--- src/rtl/rotating_register_file.sv ---
// -----------------------------------------------------------------------------
// rotating_register_file
//
// Purpose:
//   Multi-ported register file for a CGRA processing element. NUM_WR write
//   ports and NUM_RD read ports share DEPTH = 2**LOG2REGS registers. Logical
//   addresses are offset by a rotating base pointer so that modulo-scheduled
//   loops can rename registers each iteration. Reads are registered (1-cycle
//   latency) and have per-port enables. Optional same-cycle write-to-read
//   bypass and a synchronous clear are provided.
//
// Ports:
//   CGRA_Clock   in   1                 clock, rising edge
//   CGRA_Reset   in   1                 asynchronous reset, active-high
//   WE           in   NUM_WR            write enable per port
//   address_in   in   NUM_WR*LOG2REGS   logical write address, port k at [k*LOG2REGS +: LOG2REGS]
//   in           in   NUM_WR*SIZE       write data, port k at [k*SIZE +: SIZE]
//   RE           in   NUM_RD            read enable per port
//   address_out  in   NUM_RD*LOG2REGS   logical read address, packed as above
//   out          out  NUM_RD*SIZE       registered read data, packed as above
//   rotate       in   1                 decrement base pointer (loop iteration boundary)
//   clear        in   1                 synchronous clear of registers and base
//   base         out  LOG2REGS          current rotating base pointer
// -----------------------------------------------------------------------------
module rotating_register_file #(
    parameter int NUM_WR   = 2,
    parameter int NUM_RD   = 4,
    parameter int LOG2REGS = 3,
    parameter int SIZE     = 32,
    parameter int BYPASS   = 0,
    parameter int ROTATE   = 1
) (
    input  logic                         CGRA_Clock,
    input  logic                         CGRA_Reset,
    input  logic [NUM_WR-1:0]            WE,
    input  logic [NUM_WR*LOG2REGS-1:0]   address_in,
    input  logic [NUM_WR*SIZE-1:0]       in,
    input  logic [NUM_RD-1:0]            RE,
    input  logic [NUM_RD*LOG2REGS-1:0]   address_out,
    output logic [NUM_RD*SIZE-1:0]       out,
    input  logic                         rotate,
    input  logic                         clear,
    output logic [LOG2REGS-1:0]          base
);

    localparam int DEPTH = 2 ** LOG2REGS;

    logic [SIZE-1:0]      r_regs [DEPTH];
    logic [LOG2REGS-1:0]  r_base;
    logic [NUM_RD*SIZE-1:0] r_out;

    logic [LOG2REGS-1:0]  w_wr_phys [NUM_WR];
    logic [LOG2REGS-1:0]  w_rd_phys [NUM_RD];
    logic [DEPTH-1:0]     w_wr_hit;
    logic [SIZE-1:0]      w_wr_data [DEPTH];
    logic [SIZE-1:0]      w_rd_data [NUM_RD];

    // Logical-to-physical mapping; the LOG2REGS-wide sum wraps modulo DEPTH.
    always_comb begin
        for (int k = 0; k < NUM_WR; k++) begin
            w_wr_phys[k] = address_in[k*LOG2REGS +: LOG2REGS] + r_base;
        end
        for (int j = 0; j < NUM_RD; j++) begin
            w_rd_phys[j] = address_out[j*LOG2REGS +: LOG2REGS] + r_base;
        end
    end

    // Per-register write resolution. Ports are scanned in ascending order so
    // the highest-numbered enabled port targeting a register wins.
    always_comb begin
        for (int d = 0; d < DEPTH; d++) begin
            w_wr_hit[d]  = 1'b0;
            w_wr_data[d] = '0;
            for (int k = 0; k < NUM_WR; k++) begin
                if (WE[k] && (w_wr_phys[k] == LOG2REGS'(d))) begin
                    w_wr_hit[d]  = 1'b1;
                    w_wr_data[d] = in[k*SIZE +: SIZE];
                end
            end
        end
    end

    // Read mux. With bypass enabled the resolved write data is forwarded,
    // including in a clear cycle where the write itself is discarded.
    always_comb begin
        for (int j = 0; j < NUM_RD; j++) begin
            if ((BYPASS != 0) && w_wr_hit[w_rd_phys[j]]) begin
                w_rd_data[j] = w_wr_data[w_rd_phys[j]];
            end else begin
                w_rd_data[j] = r_regs[w_rd_phys[j]];
            end
        end
    end

    // Register array; clear has priority over all writes.
    always_ff @(posedge CGRA_Clock or posedge CGRA_Reset) begin
        if (CGRA_Reset) begin
            for (int d = 0; d < DEPTH; d++) begin
                r_regs[d] <= '0;
            end
        end else if (clear) begin
            for (int d = 0; d < DEPTH; d++) begin
                r_regs[d] <= '0;
            end
        end else begin
            for (int d = 0; d < DEPTH; d++) begin
                if (w_wr_hit[d]) begin
                    r_regs[d] <= w_wr_data[d];
                end
            end
        end
    end

    // Base pointer: decrements (wrapping) on rotate; clear overrides rotate.
    always_ff @(posedge CGRA_Clock or posedge CGRA_Reset) begin
        if (CGRA_Reset) begin
            r_base <= '0;
        end else if (clear) begin
            r_base <= '0;
        end else if ((ROTATE != 0) && rotate) begin
            r_base <= r_base - 1'b1;
        end
    end

    // Registered read lanes; a disabled lane holds its last value. Reads in a
    // clear cycle still capture the pre-clear contents.
    always_ff @(posedge CGRA_Clock or posedge CGRA_Reset) begin
        if (CGRA_Reset) begin
            r_out <= '0;
        end else begin
            for (int j = 0; j < NUM_RD; j++) begin
                if (RE[j]) begin
                    r_out[j*SIZE +: SIZE] <= w_rd_data[j];
                end
            end
        end
    end

    assign out  = r_out;
    assign base = r_base;

endmodule

--- config.mk ---
export PLATFORM = sky130hd
export DESIGN_NAME = rotating_register_file
export DESIGN_NICKNAME = d
export VERILOG_FILES = /design/src/rtl/rotating_register_file.sv
export SDC_FILE = /design/constraint.sdc
export NUM_CORES = 1
export LEC_CHECK = 0
export ABC_AREA = 0
export BUFFER_PORTS_ARGS = -buffer_cell sky130_fd_sc_hd__buf_4
export CAP_MARGIN = 40
export CELL_PAD_IN_SITES_DETAIL_PLACEMENT = 1
export CELL_PAD_IN_SITES_GLOBAL_PLACEMENT = 2
export CORE_MARGIN = 8
export CORE_UTILIZATION = 41
export DETAILED_ROUTE_END_ITERATION = 12
export GPL_ROUTABILITY_DRIVEN = 1
export PLACE_DENSITY_LB_ADDON = 0.25
export SYNTH_ARGS = -nofsm -noshare
export SYNTH_HDL_FRONTEND = slang
export SYNTH_SLANG_ARGS = --single-unit
--- constraint.sdc ---
create_clock -name CGRA_Clock -period 13.19 [get_ports CGRA_Clock]
set_input_delay 0.6595 -clock CGRA_Clock [delete_from_list [all_inputs] [get_ports CGRA_Clock]]
set_output_delay 0.6595 -clock CGRA_Clock [all_outputs]
set_load 0.01 [all_outputs]
# Yosys cells after proc, flatten, opt, wreduce, memory -nomap -nowiden
# Cells that the tools add are included.
word_totals:
  regBits: 387
  inputBits: 92
  out_inout_bits: 131
  elab_cells: 124
op_classes:
  add_sub_neg: 7
  order_cmp: 4
  eq_ne: 14
  mux: 55
  bitwise_logic: 4
  n_reduce_logical: 27
op_table:
  columns: ["operator", "count"]
  rows:
  - ["$mux W32", 32]
  - ["$bmux W32 S3", 4]
  - ["$mux W256", 1]
  - ["$eq A3 B3 Y1 const B", 8]
  - ["$add A3 B3 Y3", 6]
  - ["$reduce_bool A2 Y1", 9]
  - ["$ge A4 B4 Y1 const B", 4]
  - ["$logic_and A1 B1 Y1", 16]
  - ["$mux W1", 16]
  - ["$not A3 Y4", 4]
  - ["$eq A3 B2 Y1 const B", 4]
  - ["$eq A3 B1 Y1 const B", 2]
  - ["$logic_not A3 Y1", 2]
  - ["$mux W3", 2]
  - ["$sub A3 B1 Y3 const B", 1]

# Logic depth before layout (Yosys ltp)
# Gate-level depths: netlist of the first run.
logic_depth:
  depth_word: 7
  depth_mapped: 10
  mapped_depth_nobuf: 6

# Least setup slack after synthesis of the first run
# No wires, ideal clock.
synth_timing:
  kind: "input to register"
  start: "input address_out[9]"
  end: "register r_out[100] (netlist: out[100])"
  setup_time_ns: 0.137
  arrival_ns: 2.580
  required_time_ns: 13.053
  path_slack_ns: 10.473
  stages: 8
  path_buffers: 2
  path_cell_list: "ha_1 > inv_1 > fa_1 > buf_2 > buf_2 > mux4_2 > mux2i_1 > a21oi_1"
synth_between:
  elab_chain_cells: 5
synth_lines:
  columns: ["item", "line_no", "rtl"]
  rows:
  - ["start, declared", "39", "input logic [NUM_RD*LOG2REGS-1:0] address_out,"]
  - ["$add A3 B3 Y3", "64", "w_rd_phys[j] = address_out[j*LOG2REGS +: LOG2REGS] + r_base;"]
  - ["$not A3 Y4 (implied by the code)", "90", "w_rd_data[j] = r_regs[w_rd_phys[j]];"]
  - ["$bmux W32 S3", "90", null]
  - ["$mux W32 (implied by the code) (2 in a row)", "90", null]
  - ["end signal, assigned by index", "133", "r_out[j*SIZE +: SIZE] <= w_rd_data[j];"]
  - ["end, declared", "50", "logic [NUM_RD*SIZE-1:0] r_out;"]
# No other way between the ends. The select of a mux whose other input is x is not followed.
# A chain may end at the register's enable or synchronous reset.

# Worst setup path in the final report of the first run
layout_timing:
  start: "register r_base[0] (netlist: base[0])"
  end: "register r_regs[130] (netlist bit)"
layout_between:
  elab_chain_cells: 7
  word_cells_on_any_way: 13
  classes_between: "add/sub: 2; eq/ne: 2; mux: 6; reduce/logical: 3"
layout_lines:
  columns: ["item", "line_no", "rtl"]
  rows:
  - ["start, declared", "49", "logic [LOG2REGS-1:0] r_base;"]
  - ["start signal, assigned", "121", "r_base <= r_base - 1'b1;"]
  - ["$add A3 B3 Y3", "61", "w_wr_phys[k] = address_in[k*LOG2REGS +: LOG2REGS] + r_base;"]
  - ["$eq A3 B2 Y1", "75", "if (WE[k] && (w_wr_phys[k] == LOG2REGS'(d))) begin"]
  - ["$logic_and A1 B1 Y1", "75", null]
  - ["$mux W32 (2 in a row)", "75", null]
  - ["$mux W32", "107", "if (w_wr_hit[d]) begin"]
  - ["$mux W256", "101", "end else if (clear) begin"]
  - ["end signal, assigned by index", "108", "r_regs[d] <= w_wr_data[d];"]
  - ["end, declared", "48", "logic [SIZE-1:0] r_regs [DEPTH];"]
# Parallel ways exist; a longest one is shown, timed or not. The select of a mux whose other input is x is not followed.

==> run metrics, run 1 <==
P&R area growth vs syn=13.1%; die area=0.0735 sq mm; Pwr Density=155 mW/mm^2; wire per inst=32.6 microns; Worst setup startpoint=base[0]$_DFFE_PP0P_; synth warn=0; async set-or-reset flop fraction in the synthesized netlist=100%; post-synthesis cell count=2498; largest cells by area after synthesis=dfrtp_1 36%, mux4_2 22%, a311oi_1 6.8%; Final Hold Slack=224 ps; Final HPWL DP=65100 microns; Req. time, crit path=13680 ps; status=complete, no violations; # resized after CTS=0; clock tree from TritonCTS=built; Routed WL=109000 microns; TritonCTS buffer count=48; fin. max-slew vios=0; router iterations before antenna repair=7; setup_tns=0 ps; fin nets=2550; Syn Nets=2603; H-tree Lvls=2; Detail Route Antenna Nets=0; vias per inst=7.21; CP Max Fanout=84; FILL cells=6792; floorplan core area=0.0643 sq mm; design area=0.0302 sq mm; clock tree sinks=387; Worst path slowest cell=xnor3_4; synthesized area=0.0267 sq mm; clock root cell=clkbuf_16; Die Wd=271 microns; Clk pwr share=30.6%; Die H=271 microns; Unique masters post-synth=33; sequential element share of the synthesized area=36.3%; dominant cell type by area after synthesis=dfrtp_1; Peak VDD IR=97.1 uV; Top FF cell, synth=dfrtp_1; Slew HR=31.0%; First DRT Iteration DRCs=2168; largest net degree at the start of global routing=155; Final Setup Violations=0; post-CTS setup buffer count=0; Hold Fails Final Rpt=0; GRT Residual Overflow=0; Switching Share=38.2%; initial core utilization=41.5%; number of global-route vias before repair=26000; clk slew on worst S/H paths=60 ps; GP Congestion=0.847; number of synthesized flops with an enable pin=0; Max clock buf depth=3; Buffers on Ports=222; crit path cell chain=ha_1 -> inv_1 -> fa_1 -> xnor3_4 -> buf_4 -> buf_16 -> buf_4 -> buf_16 -> o21ai_0 -> a311oi_1; # rows=93; vias=24100; Final Power=4.69 mW; Yosys reg bits=387; Layout Skew=19.1 ps; All-Layer GR Usage=29.1%; Final Util=46.9%; global-route wire length before repair=167000 microns; layout cells sized above 1=28.0%; syn avg cell area=10.7 sq um; antenna violations before repair=0; Yosys top cell area share=36.3%; most common library cells after synthesis=387 x dfrtp_1, 258 x nand3_1, 256 x mux4_2, 256 x nor3_1, 256 x o21ai_0; Cell Area, Placed=0.0285 sq mm; clock latency at the later pin of the worst-skew pair=600 ps; period utilization=33.4%; IO Count=223; Tmin final=4410 ps; Hold WC Path Type=primary input to asynchronous set/reset pin; Lkg Pwr=11.4 nW; hold-fix buffers at CTS=0; Antenna Cells=0; Gate power share=36.9%; RSZ-0062 raised after global routing=false; drt drc=0; number of max-cap violations=0; Int Pwr=2.90 mW; Seq pwr share=32.5%; Crit. End Element=flip-flop; NetSw=1.79 mW; most common cell in the netlist=dfrtp_1; fmax=0.227 GHz; launching point of the worst reg2reg path=base[0]$_DFFE_PP0P_; Worst EP arrival=4890 ps; Slew @ Worst Pin=1030 ps; critical path launch point type=flip-flop; CP Class=flip-flop to flip-flop; CP peak stage delay=940 ps
==> state kept, by name, indices dropped and copies added, names as in the netlist <==
signal	cells
r_regs	256
out	128
base	3
==> worst paths after layout <==
kind                                                 to  slack, ps  cells after the start
worst max-delay path            r_regs[130]$_DFFE_PP0P_       8780                     10
worst min-delay path                out[17]$_DFFE_PP0P_        220                      2
min in group CGRA_Clock             base[1]$_DFFE_PP0P_        310                      2
worst min register to register     out[118]$_DFFE_PP0P_        530                      2
max in group asynchronous           base[0]$_DFFE_PP0P_      10680                      4
worst max register to register  r_regs[130]$_DFFE_PP0P_       8780                     10
==> power groups by stage <==
stage | Clock [mW] | Sequential, mW | Combinational, mW
after global placement | 0 | 1.52 | 1.62
final | 1.43 | 1.52 | 1.73
after global routing | 1.50 | 1.55 | 1.82
after detailed placement | 0 | 1.54 | 1.71
after floorplan | 0 | 1.50 | 1.11
after CTS | 1.46 | 1.52 | 1.72
==> per-stage QoR <==
stage	cells	setup slack [ps]
global route	3338	8650
CTS	3338	8880
detailed placement	3250	8900
finish	3338	8780
floorplan	2498	1770
global placement	3231	8450
==> worst max-delay path: cells and delay by family (launching register included) <==
family / cells / cell delay (ps)
AO/OA/AOI/OAI: 2 / 490
XOR/XNOR: 1 / 940
flip-flops: 1 / 670
buffers and inverters: 5 / 1360
adder cells (fa/ha/maj): 2 / 640
==> layout by cell type (no fill, tap or decap), types with 4 or more instances in the layout <==
| cell | n |
|---|---|
| a21oi_1 | 128 |
| a311oi_1 | 207 |
| a311oi_2 | 49 |
| buf_12 | 10 |
| buf_16 | 8 |
| buf_4 | 260 |
| bufinv_16 | 8 |
| clkbuf_1 | 12 |
| clkbuf_16 | 49 |
| clkbuf_8 | 7 |
| clkinv_2 | 12 |
| dfrtp_1 | 387 |
| fa_4 | 4 |
| ha_4 | 4 |
| inv_1 | 14 |
| mux2i_1 | 128 |
| mux4_2 | 256 |
| nand3_1 | 256 |
| nand3b_1 | 4 |
| nor2_1 | 131 |
| nor3_1 | 256 |
| o21ai_0 | 256 |
| or2_2 | 4 |
| xnor3_2 | 4 |
==> cell families after synthesis <==
family | count (synthesis) | synth area share, %
AO/OA/AOI/OAI | 641 | 16.8
XOR/XNOR | 10 | 0.765
adder cells (fa/ha/maj) | 13 | 0.779
buffers and inverters | 399 | 6.96
flip-flops | 387 | 36.3
multiplexers | 384 | 26.4
AND/OR/NAND/NOR | 664 | 12.0
==> cell type report <==
class,instances,area [sq um],area share (%)
Multi-Input combinational cell,1712,15300,50.6
Sequential cell,387,9680,32.1
Timing Repair Buffer,281,2420,8.01
Clock buffer,67,1350,4.49
Tap cell,855,1070,3.55
Clock inverter,21,308,1.02
Inverter,15,63.8,0.212
==> per-layer routing <==
layer	global-route usage [%]	part of all wire, %	wire length, microns
met1	39.4	41	44700
met2	45.8	47	51300
met3	5.88	8.3	9000
met4	11.4	3.6	3960
met5	0	0	0
Note: power is estimated with default switching activity, not from simulation.
==> run 2: changes to the inputs <==
clock period = 4.5 ns   (was 13.19 ns; I/O delays follow)
==> run metrics, run 2 (synthesis results as in run 1) <==
design area=0.0307 sq mm; die area=0.0735 sq mm; R2R Path End=r_regs[15]$_DFFE_PP0P_; Final Setup Violations=0; GRT Residual Overflow=0; CP peak stage delay=660 ps; Worst setup startpoint=base[0]$_DFFE_PP0P_; RSZ-0062 raised after global routing=false; Layout Skew=23.2 ps; number of max-cap violations=0; met1 WL=45600 microns; CP Max Fanout=20; Tmin final=3550 ps; clock tree sinks=387; setup_tns=0 ps; Hold Fails Final Rpt=0; fmax=0.282 GHz; GP Congestion=0.826; Slew @ Worst Pin=997 ps; Peak VDD IR=311 uV; IO Count=223; initial core utilization=41.5%; fin cells=3393; wire per inst=34.2 microns; DR top layer=met4; R2R Setup Slk=950 ps; clock root cell=clkbuf_16; worst slack, placed=1050 ps; Worst path slowest cell=or2_2; clock tree from TritonCTS=built; cell depth of the worst setup path=7; status=complete, no violations; Final HPWL DP=67800 microns; Slew HR=33.5%; vias=24600; Pwr Density=449 mW/mm^2; Hold WC Path Type=primary input to flip-flop; Final Hold Slack=55.5 ps; critical path launch point type=flip-flop; Buffers on Ports=222; launching point of the worst reg2reg path=base[0]$_DFFE_PP0P_; Cell Area, Placed=0.0287 sq mm; period utilization=78.8%; most frequent cells in the layout=387 x dfrtp_1, 271 x buf_4; CP endpoint=r_regs[15]$_DFFE_PP0P_; H-tree Lvls=2; Detail Route Antenna Nets=0; Largest register FFs=256; fin. max-slew vios=0; WP buf/inv=2; final worst slack=954 ps; global-route wire length before repair=174000 microns; routed wl met2=53600 microns; clock latency at the later pin of the worst-skew pair=600 ps; Lkg Pwr=11.6 nW; fin nets=2605; Routed WL=116000 microns; CP delay by family, top=simple AND/OR/NAND/NOR gates; layout cells sized above 1=28.4%; vias per inst=7.24; Max clock buf depth=3; commonest non-fill, non-tap cell in the layout=dfrtp_1; floorplan core area=0.0643 sq mm; P&R area growth vs syn=15.1%; largest net degree at the start of global routing=145; Die Wd=271 microns; First DRT Iteration DRCs=2635; crit path cell chain=ha_1 -> inv_1 -> fa_1 -> nand3b_1 -> or2_2 -> buf_4 -> a311oi_2; DR WL met3=11400 microns; Die H=271 microns; Worst EP arrival=3980 ps; drt drc=0; CP Class=flip-flop to flip-flop; hold wc startpoint=in[36]; TritonCTS buffer count=48; # rows=93; cells on worst reg2reg path=7; clk slew on worst S/H paths=60 ps; All-Layer GR Usage=30.8%; Req. time, crit path=4940 ps; Biggest register=r_regs; antenna violations before repair=3; router iterations before antenna repair=5; FILL cells=6804; number of global-route vias before repair=26300; Crit. End Element=flip-flop; DP Cell Count=3271
-- run 2: changes by cell type in the layout (fill, tap and decap cells not counted), moves of 6 or more --
cell,delta
buf_12,+18
buf_16,-6
buf_4,+11
clkbuf_1,-6
clkbuf_8,+6
dlygate4sd3_1,+34
-- run 2: timing repair --
item | CTS | global route
hold buffers | 34 | 0
gates resized for setup | 0 | 0
setup endpoints to repair | 0 | 0
buffers inserted | 0 | 0
endpoints found under the hold margin | 274 | 0
-- run 2: cell type report --
class	count	area (sq um)	area share (%)
flip-flops and latches	387	9680	31.5
well taps	855	1070	3.48
clock buffers	67	1410	4.60
clock inverters	18	203	0.660
inverters	15	60.1	0.196
repair buffers	336	3000	9.78
diodes	3	7.51	0.0244
multi-input cells	1712	15300	49.7
-- run 2: how the worst min path moves through the flow --
stage,endpoint,cells past startpoint
floorplan,base[1]$_DFFE_PP0P_,1
global placement,r_regs[69]$_DFFE_PP0P_,2
detailed placement,r_regs[69]$_DFFE_PP0P_,2
CTS,r_regs[36]$_DFFE_PP0P_,3
global route,r_regs[69]$_DFFE_PP0P_,3
finish,r_regs[36]$_DFFE_PP0P_,3
-- run 2: power breakdown --
part / switching (mW) / leakage (nW) / total [mW] / internal (mW)
clock network: 1.69 / 0.802 / 4.10 / 2.41
registers: 0.516 / 5.11 / 4.47 / 3.95
logic: 3.20 / 5.70 / 5.24 / 2.04
total: 5.40 / 11.6 / 13.8 / 8.40
-- run 2: layer usage --
| layer | track usage (%) | vias up |
|---|---|---|
| met5 | 0 | - |
| met4 | 14.2 | 0 |
| met3 | 7.35 | 369 |
| met2 | 48.0 | 1546 |
| met1 | 40.5 | 12800 |
| li1 | - | 9813 |
-- run 2: worst reg2reg max path, cell delays in order, from the launching register on --
cell and delay, ps:
dfrtp_1 630, ha_1 250, inv_1 50, fa_1 600, nand3b_1 440, or2_2 660, buf_4 550, a311oi_2 190
-- run 2: metrics by stage --
step                      utilization, %  power (mW)
after floorplan                        -        7.65
after global placement              44.4        9.48
after detailed placement            44.7        9.63
after CTS                           47.7        13.8
after global routing                47.7        14.3
final                               47.7        13.8
